`config.mk`:
```
export PLATFORM = sky130hd
export DESIGN_NAME = sram_bus_arbiter
export DESIGN_NICKNAME = d
export VERILOG_FILES = /design/src/rtl/sram_bus_arbiter_pkg.sv /design/src/rtl/sram_arb_id_fifo.sv /design/src/rtl/sram_bus_arbiter.sv
export SDC_FILE = /design/constraint.sdc
export NUM_CORES = 1
export LEC_CHECK = 0
export ABC_AREA = 1
export CORE_AREA = 2 2 124 126
export DETAILED_ROUTE_END_ITERATION = 16
export DIE_AREA = 0 0 126 128
export PLACE_DENSITY_LB_ADDON = 0.05
export SYNTH_ARGS = -nofsm -noshare
export SYNTH_HDL_FRONTEND = slang
export SYNTH_SLANG_ARGS = --single-unit
```
`constraint.sdc`:
```
create_clock -name clk -period 1.5 [get_ports clk]
set_input_delay 0.225 -clock clk [delete_from_list [all_inputs] [get_ports clk]]
set_output_delay 0.225 -clock clk [all_outputs]
set_load 0.05 [all_outputs]
```
`src/rtl/sram_bus_arbiter_pkg.sv`:
```
// Shared types and constants for the sram-like bus arbiter: owner encoding,
// transfer size codes and the packed address-phase request bundle.
package sram_bus_arbiter_pkg;

  localparam logic ARB_OWNER_INST = 1'b0;
  localparam logic ARB_OWNER_DATA = 1'b1;

  localparam logic [1:0] SRAM_SIZE_B = 2'b00;
  localparam logic [1:0] SRAM_SIZE_H = 2'b01;
  localparam logic [1:0] SRAM_SIZE_W = 2'b10;

  typedef struct packed {
    logic        wr;
    logic [1:0]  size;
    logic [3:0]  wen;
    logic [31:0] addr;
    logic [31:0] wdata;
  } sram_req_t;

  // Pointer width for a FIFO of the given depth, never narrower than one bit.
  function automatic int ptr_width(input int depth);
    return (depth > 1) ? $clog2(depth) : 1;
  endfunction

endpackage

```
`src/rtl/sram_arb_id_fifo.sv`:
```
// In-order owner FIFO: one bit per accepted transaction, DEPTH entries deep.
// Push is ignored when full and pop is ignored when empty.
module sram_arb_id_fifo
  import sram_bus_arbiter_pkg::*;
#(
  parameter int DEPTH = 2,
  parameter int PTR_W = 1
) (
  input  logic clk,
  input  logic resetn,
  input  logic push,
  input  logic pop,
  input  logic din,
  output logic dout,
  output logic full,
  output logic empty
);

  logic             mem [DEPTH];
  logic [PTR_W-1:0] rptr;
  logic [PTR_W-1:0] wptr;
  logic [PTR_W:0]   count;
  logic             do_push;
  logic             do_pop;

  function automatic logic [PTR_W-1:0] next_ptr(input logic [PTR_W-1:0] p);
    return (p == PTR_W'(DEPTH - 1)) ? '0 : p + 1'b1;
  endfunction

  assign full    = (count == (PTR_W + 1)'(DEPTH));
  assign empty   = (count == '0);
  assign do_push = push && !full;
  assign do_pop  = pop && !empty;
  assign dout    = mem[rptr];

  always_ff @(posedge clk or negedge resetn) begin
    if (!resetn) begin
      rptr  <= '0;
      wptr  <= '0;
      count <= '0;
    end else begin
      if (do_push) wptr <= next_ptr(wptr);
      if (do_pop)  rptr <= next_ptr(rptr);
      case ({do_push, do_pop})
        2'b10:   count <= count + 1'b1;
        2'b01:   count <= count - 1'b1;
        default: count <= count;
      endcase
    end
  end

  // Contents need no reset: an entry is only read after it has been written.
  always_ff @(posedge clk) begin
    if (do_push) mem[wptr] <= din;
  end

endmodule

```
`src/rtl/sram_bus_arbiter.sv`:
```
// Shares one sram-like master port between the inst and data requesters.
// Define SRAM_ARB_RR_EN for round-robin arbitration; default is data-over-inst.
module sram_bus_arbiter
  import sram_bus_arbiter_pkg::*;
#(
  parameter int OUTSTANDING = 2
) (
  input  logic        clk,
  input  logic        resetn,
  input  logic        inst_sram_en,
  input  logic        inst_sram_wr,
  input  logic [1:0]  inst_sram_size,
  input  logic [3:0]  inst_sram_wen,
  input  logic [31:0] inst_sram_addr,
  input  logic [31:0] inst_sram_wdata,
  output logic        inst_sram_addr_ok,
  output logic        inst_sram_data_ok,
  output logic [31:0] inst_sram_rdata,
  input  logic        data_sram_en,
  input  logic        data_sram_wr,
  input  logic [1:0]  data_sram_size,
  input  logic [3:0]  data_sram_wen,
  input  logic [31:0] data_sram_addr,
  input  logic [31:0] data_sram_wdata,
  output logic        data_sram_addr_ok,
  output logic        data_sram_data_ok,
  output logic [31:0] data_sram_rdata,
  output logic        mem_sram_en,
  output logic        mem_sram_wr,
  output logic [1:0]  mem_sram_size,
  output logic [3:0]  mem_sram_wen,
  output logic [31:0] mem_sram_addr,
  output logic [31:0] mem_sram_wdata,
  input  logic        mem_sram_addr_ok,
  input  logic        mem_sram_data_ok,
  input  logic [31:0] mem_sram_rdata
);

  localparam int ID_PTR_W = ptr_width(OUTSTANDING);

  // Handshake: a request is accepted in the cycle en && addr_ok; each accepted
  // request later sees exactly one data_ok, in acceptance order.
  sram_req_t inst_req;
  sram_req_t data_req;
  sram_req_t mem_req;
  logic      grant_inst;
  logic      grant_data;
  logic      full;
  logic      empty;
  logic      push;
  logic      pop;
  logic      owner_head;

  assign inst_req = {inst_sram_wr, inst_sram_size, inst_sram_wen, inst_sram_addr, inst_sram_wdata};
  assign data_req = {data_sram_wr, data_sram_size, data_sram_wen, data_sram_addr, data_sram_wdata};

`ifdef SRAM_ARB_RR_EN
  logic last_owner;

  always_ff @(posedge clk or negedge resetn) begin
    if (!resetn)   last_owner <= ARB_OWNER_INST;
    else if (push) last_owner <= grant_data;
  end

  // Under contention the side that did not win the last push goes first.
  always_comb begin
    grant_data = data_sram_en && !full && (!inst_sram_en || last_owner == ARB_OWNER_INST);
    grant_inst = inst_sram_en && !full && (!data_sram_en || last_owner == ARB_OWNER_DATA);
  end
`else
  always_comb begin
    grant_data = data_sram_en && !full;
    grant_inst = inst_sram_en && !data_sram_en && !full;
  end
`endif

  assign mem_req = grant_data ? data_req : inst_req;

  assign mem_sram_en    = (grant_data || grant_inst) && resetn;
  assign mem_sram_wr    = mem_req.wr;
  assign mem_sram_size  = mem_req.size;
  assign mem_sram_wen   = mem_req.wen;
  assign mem_sram_addr  = mem_req.addr;
  assign mem_sram_wdata = mem_req.wdata;

  assign push = mem_sram_en && mem_sram_addr_ok;
  assign pop  = mem_sram_data_ok && !empty && resetn;

  assign inst_sram_addr_ok = mem_sram_addr_ok && grant_inst && resetn;
  assign data_sram_addr_ok = mem_sram_addr_ok && grant_data && resetn;
  assign inst_sram_data_ok = pop && (owner_head == ARB_OWNER_INST);
  assign data_sram_data_ok = pop && (owner_head == ARB_OWNER_DATA);
  assign inst_sram_rdata   = mem_sram_rdata;
  assign data_sram_rdata   = mem_sram_rdata;

  sram_arb_id_fifo #(
    .DEPTH (OUTSTANDING),
    .PTR_W (ID_PTR_W)
  ) u_id_fifo (
    .clk    (clk),
    .resetn (resetn),
    .push   (push),
    .pop    (pop),
    .din    (grant_data ? ARB_OWNER_DATA : ARB_OWNER_INST),
    .dout   (owner_head),
    .full   (full),
    .empty  (empty)
  );

endmodule

```
Yosys cells after proc, flatten, opt, wreduce, memory -nomap -nowiden. Memory sizes are Yosys's and may differ from the RTL's. Index checks and enable logic that the tools add are counted. Widths: inputs -> output; s select.

Memory bits (writable): 2. Register bits after elaboration: 4. Memories: 1. Output and inout bits: 140. Bits of input ports: 180. Logic and storage cells: 40.

Memory list: u_id_fifo.mem (depth 2, bits a word 1, rd ports 1, clocked after memory_dff 0, write ports 1, RTL line sram_arb_id_fifo.sv:19) `logic mem [DEPTH];`.

Reduce and logical (&&, ||, !) cells: 21. Eq/ne operators: 3. $add $sub $neg: 4. Bitwise operators: 1. Multiplexer cells: 7.

Operators by type and width (count): $mux 71 (1); $logic_and 1x1->1 (15); $mux 1 (5); $eq 2x2->1 const B (2); $pmux 2 s2 (1); $logic_not 1->1 (3); $add 1x1->1 const B (2); $add 2x1->2 const B (1); $eq 2x1->1 const B (1); $logic_not 2->1 (1); $reduce_bool 2->1 (1); $sub 2x1->2 const B (1); $logic_or 1x1->1 (1); $not 1->1 (1).

Longest topological paths before layout.
Depth after elaboration: 9. Gate-level depth with buffers: 10.

Hierarchy. Synthesis repeated with hierarchy kept, for this count alone.

Cells, all modules: 354. Area total of the unflattened synthesis: 1918.1 µm².

Modules (own cells, without submodules): sram_bus_arbiter (instances 1, sequential area each 0.0 µm², area an instance 1605.3 µm², cells an instance 316); sram_arb_id_fifo (instances 1, sequential area each 160.2 µm², area an instance 312.8 µm², cells an instance 38).

Worst setup path after synthesis. OpenSTA, ideal clock, no wires.

Path kind: register -> output. Start: reg u_id_fifo.count[0]. End: out inst_sram_addr_ok. Arrival: 1.624 ns. Cell stages (with the launch flop): 5. Setup slack: -0.349 ns. Path through: dfrtp_1 -> inv_2 -> nand2_4 -> nand2_1 -> nor3_1.

Longest elaborated chain between the ends: 5.

Ends and longest elaborated chain: start, declared (RTL line sram_arb_id_fifo.sv:22) `logic [PTR_W:0] count;`; start signal, assigned (RTL line sram_arb_id_fifo.sv:45) `2'b10: count <= count + 1'b1;`; start signal, assigned (RTL line sram_arb_id_fifo.sv:46) `2'b01: count <= count - 1'b1;`; start signal, assigned (RTL line sram_arb_id_fifo.sv:47) `default: count <= count;`; $eq 2x2->1 (RTL line sram_arb_id_fifo.sv:30) `assign full = (count == (PTR_W + 1)'(DEPTH));`; $logic_not 1->1 (RTL line sram_bus_arbiter.sv:73) `grant_inst = inst_sram_en && !data_sram_en && !full;`; $logic_and 1x1->1 (RTL line sram_bus_arbiter.sv:73); $logic_and 1x1->1 (2 in a row) (RTL line sram_bus_arbiter.sv:89) `assign inst_sram_addr_ok = mem_sram_addr_ok && grant_inst && resetn;`; end, declared (RTL line sram_bus_arbiter.sv:16) `output logic inst_sram_addr_ok,`.

No other way between the ends.

Final worst setup path.
Start: reg u_id_fifo.count[1]. End: out mem_sram_size[0].

Longest elaborated chain between the ends: 4.

Ends and longest elaborated chain: $eq 2x2->1 (RTL line sram_arb_id_fifo.sv:30); $logic_not 1->1 (RTL line sram_bus_arbiter.sv:72) `grant_data = data_sram_en && !full;`; $logic_and 1x1->1 (RTL line sram_bus_arbiter.sv:72); $mux 71 (RTL line sram_bus_arbiter.sv:77) `assign mem_req = grant_data ? data_req : inst_req;`; end, declared (RTL line sram_bus_arbiter.sv:30) `output logic [1:0] mem_sram_size,`.

No other way between the ends.

==> results by group <==
Logic synthesis
  • Synth area leaders: nand2_1 (45%), buf_4 (27%), dfrtp_1 (5.6%)
  • Seq/Total Area, Yosys: 8.93%
  • Yosys Warn Count: 0
  • Yosys reg bits: 6
  • Dominant cell type by area after synthesis: nand2_1
  • Syn Nets: 521
  • Top cell type's share of synthesized area: 45.4%
  • Post-Syn Area: 1790 µm²
  • Synth Area per Inst: 5.28 µm²
  • Cells after Synth: 340
  • Cell variety after synth: 21

Floorplan
  • Initial Util: 12.1%
  • # rows: 45
  • CORE AREA: 14900 µm²
  • DIE WIDTH: 126 µm
  • Die area: 16100 µm²
  • I/O pin cnt: 320
  • Die height: 128 µm

Outcome
  • Failing checks: setup timing
  • Status: complete, but fails checks

GRT
  • First-pass GRT wire length: 14200 µm
  • Met3 GRT Util: 3.09%
  • Initial antenna violation count: 0
  • GR Util met2: 21.0%
  • Vias in the first global route: 2701
  • Busiest layer in global routing: met2
  • Met1 usage: 11.9%
  • Gr usage total: 11.0%
  • Largest net degree at the start of global routing: 27
  • GRT overflow: 0

Route
  • Vias/cell: 3.67
  • Total Routed Length: 9470 µm
  • DRC: 0
  • Detailed-router iteration count before antenna repair: 4
  • WL per Instance: 13.5 µm
  • Number of nets with antenna violations after routing: 0
  • Initial drt markers: 57
  • DR vias: 2571

Worst setup path
  • Critical path arrival: 1.43 ns
  • Required time of the critical path: 1.27 ns
  • Worst-path maximum fanout: 9
  • Worst setup SP type: flip-flop
  • Critical path type: flip-flop to output port
  • Crit end category: output port

Place
  • Post-Place Setup Slack: -0.317 ns
  • Detailed Place HPWL: 7290 µm
  • IO Port Bufs: 223
  • GP Congestion: 0.682

Clocking
  • CTS tree: built
  • Clock Path Buffers: 2
  • H-tree levels: 1
  • Clock transition at the registers of the reported paths: 0.03 ns
  • Root Driver: clkbuf_16
  • Worst-Skew Late Latency: 0.23 ns
  • Clock sink total: 6
  • CTS Buf Count: 3

STA
  • Worst clock skew: 0.000861 ns
  • Fin. Hold Viols: 0
  • Slew Limit Fails: 0
  • Final setup margin: -0.157 ns
  • Worst-Margin Slew: 0.276 ns
  • Final setup fails: 73
  • RSZ-0062 raised after global routing: yes
  • Period utilisation layout: 110%
  • Total negative slack: -9.63 ns
  • Fmax: 604 MHz
  • Slew headroom: 81.5%
  • Min cycle time layout: 1.66 ns

Pwr
  • Power Density: 1350 nW/µm²
  • Maximum VDD drop: 0.000426 V
  • Static Leak: 0.00236 µW

Cells and area
  • Layout cells sized above 1: 38.6%
  • Area grow syn2layout: 185%
  • Layout Nets: 696
  • Most frequent cells in the layout: clkdlybuf4s50_1 (145), nand2_1 (144), nand2_2 (81), buf_12 (81), buf_4 (12)
  • Commonest non-fill, non-tap cell in the layout: clkdlybuf4s50_1
  • N_diodes: 0

Worst hold path
  • Hold Crit Class: input port to async pin

Run
  • Max Cap Viol: 0
[final timing paths]
check | startpoint | endpoint | slack (ns) | depth (start not counted)
max | u_id_fifo.count[1] | mem_sram_size[0] | -0.16 | 7
min | resetn | u_id_fifo.count[1] | 0.13 | 2
max reg2reg | u_id_fifo.count[1] | u_id_fifo.count[1] | 0 | 11
min reg2reg | u_id_fifo.wptr | u_id_fifo.wptr | 0.48 | 2
max in group asynchronous | resetn | u_id_fifo.rptr | 0.85 | 2
min in group clk | mem_sram_rdata[17] | inst_sram_rdata[17] | 0.45 | 0
[registers in the layout, summed over array words and instances (netlist names)]
| name | flops |
|---|---|
| u_id_fifo.mem | 2 |
| u_id_fifo.rptr | 1 |
| u_id_fifo.count | 2 |
| u_id_fifo.wptr | 1 |
[routing by layer]
metal	share of wire (%)	vias up
li1	-	1301
met1	37	1099
met2	52	137
met3	8.4	34
met4	2.0	0
met5	0	-
[critical path, stage by stage, from the launching register on]
cell       delay [ns]
dfrtp_1          0.40
nand2_4          0.11
nand2_8          0.11
inv_16           0.13
clkbuf_16        0.16
nand2_1          0.06
nand2_2          0.08
buf_12           0.13
[power breakdown]
group          switching [µW]  leakage (µW)  internal [µW]  total [µW]
Clock                    87.2     0.0000370            342         429
Sequential               44.0     0.0000666            237         281
Combinational            3290       0.00226           2940        6230
Total                    3420       0.00236           3520        6940
[cell families after synthesis]
family	share of synthesized area, %
buffers and inverters	36.3
and+or+nand+nor	53.3
xor gates and xnor gates	0.488
DFF	8.93
adders and majority gates	0.697
AOI/OAI and AO/OA	0.279
[synthesized netlist by cell type (all sizes together)]
cell type / n
nand3: 3
nor2: 3
o21ai: 1
nor3: 1
dfrtp: 4
and3: 1
xnor2: 1
nand4: 3
nor2b: 1
buf: 78
inv: 13
ha: 1
edfxtp: 2
nand2: 228
[per-stage QoR]
stage	area, µm²	utilization, %	power [µW]	cells	hold WS [ns]
6_report	5120	34.5	6940	701	0.133
5_1_grt	5120	34.5	7290	701	0.170
4_1_cts	5040	33.9	6930	699	0.145
3_5_place_dp	4600	30.9	5930	688	0.439
3_3_place_gp	4600	30.9	5920	688	0.445
2_1_floorplan	1800	-	3450	340	-0.0706
[timing repair]
action                     4_1_cts  5_1_grt
gates cloned                     3        2
hold buffers                     1        0
hold endpoints to repair         1        0
gates resized for setup         90       10
setup endpoints to repair       77       78
pin swaps                        2        1
setup buffers                    4        1
[layout make-up]
| cell class | instances | area, µm² |
|---|---|---|
| well taps | 188 | 235 |
| repair buffers | 248 | 3350 |
| multi-input cells | 243 | 1240 |
| clock buffers | 3 | 75.1 |
| fillers | 1583 | 9740 |
| flip-flops and latches | 6 | 160 |
| inverters | 13 | 65.1 |
Note: power is estimated with default switching activity, not from simulation.
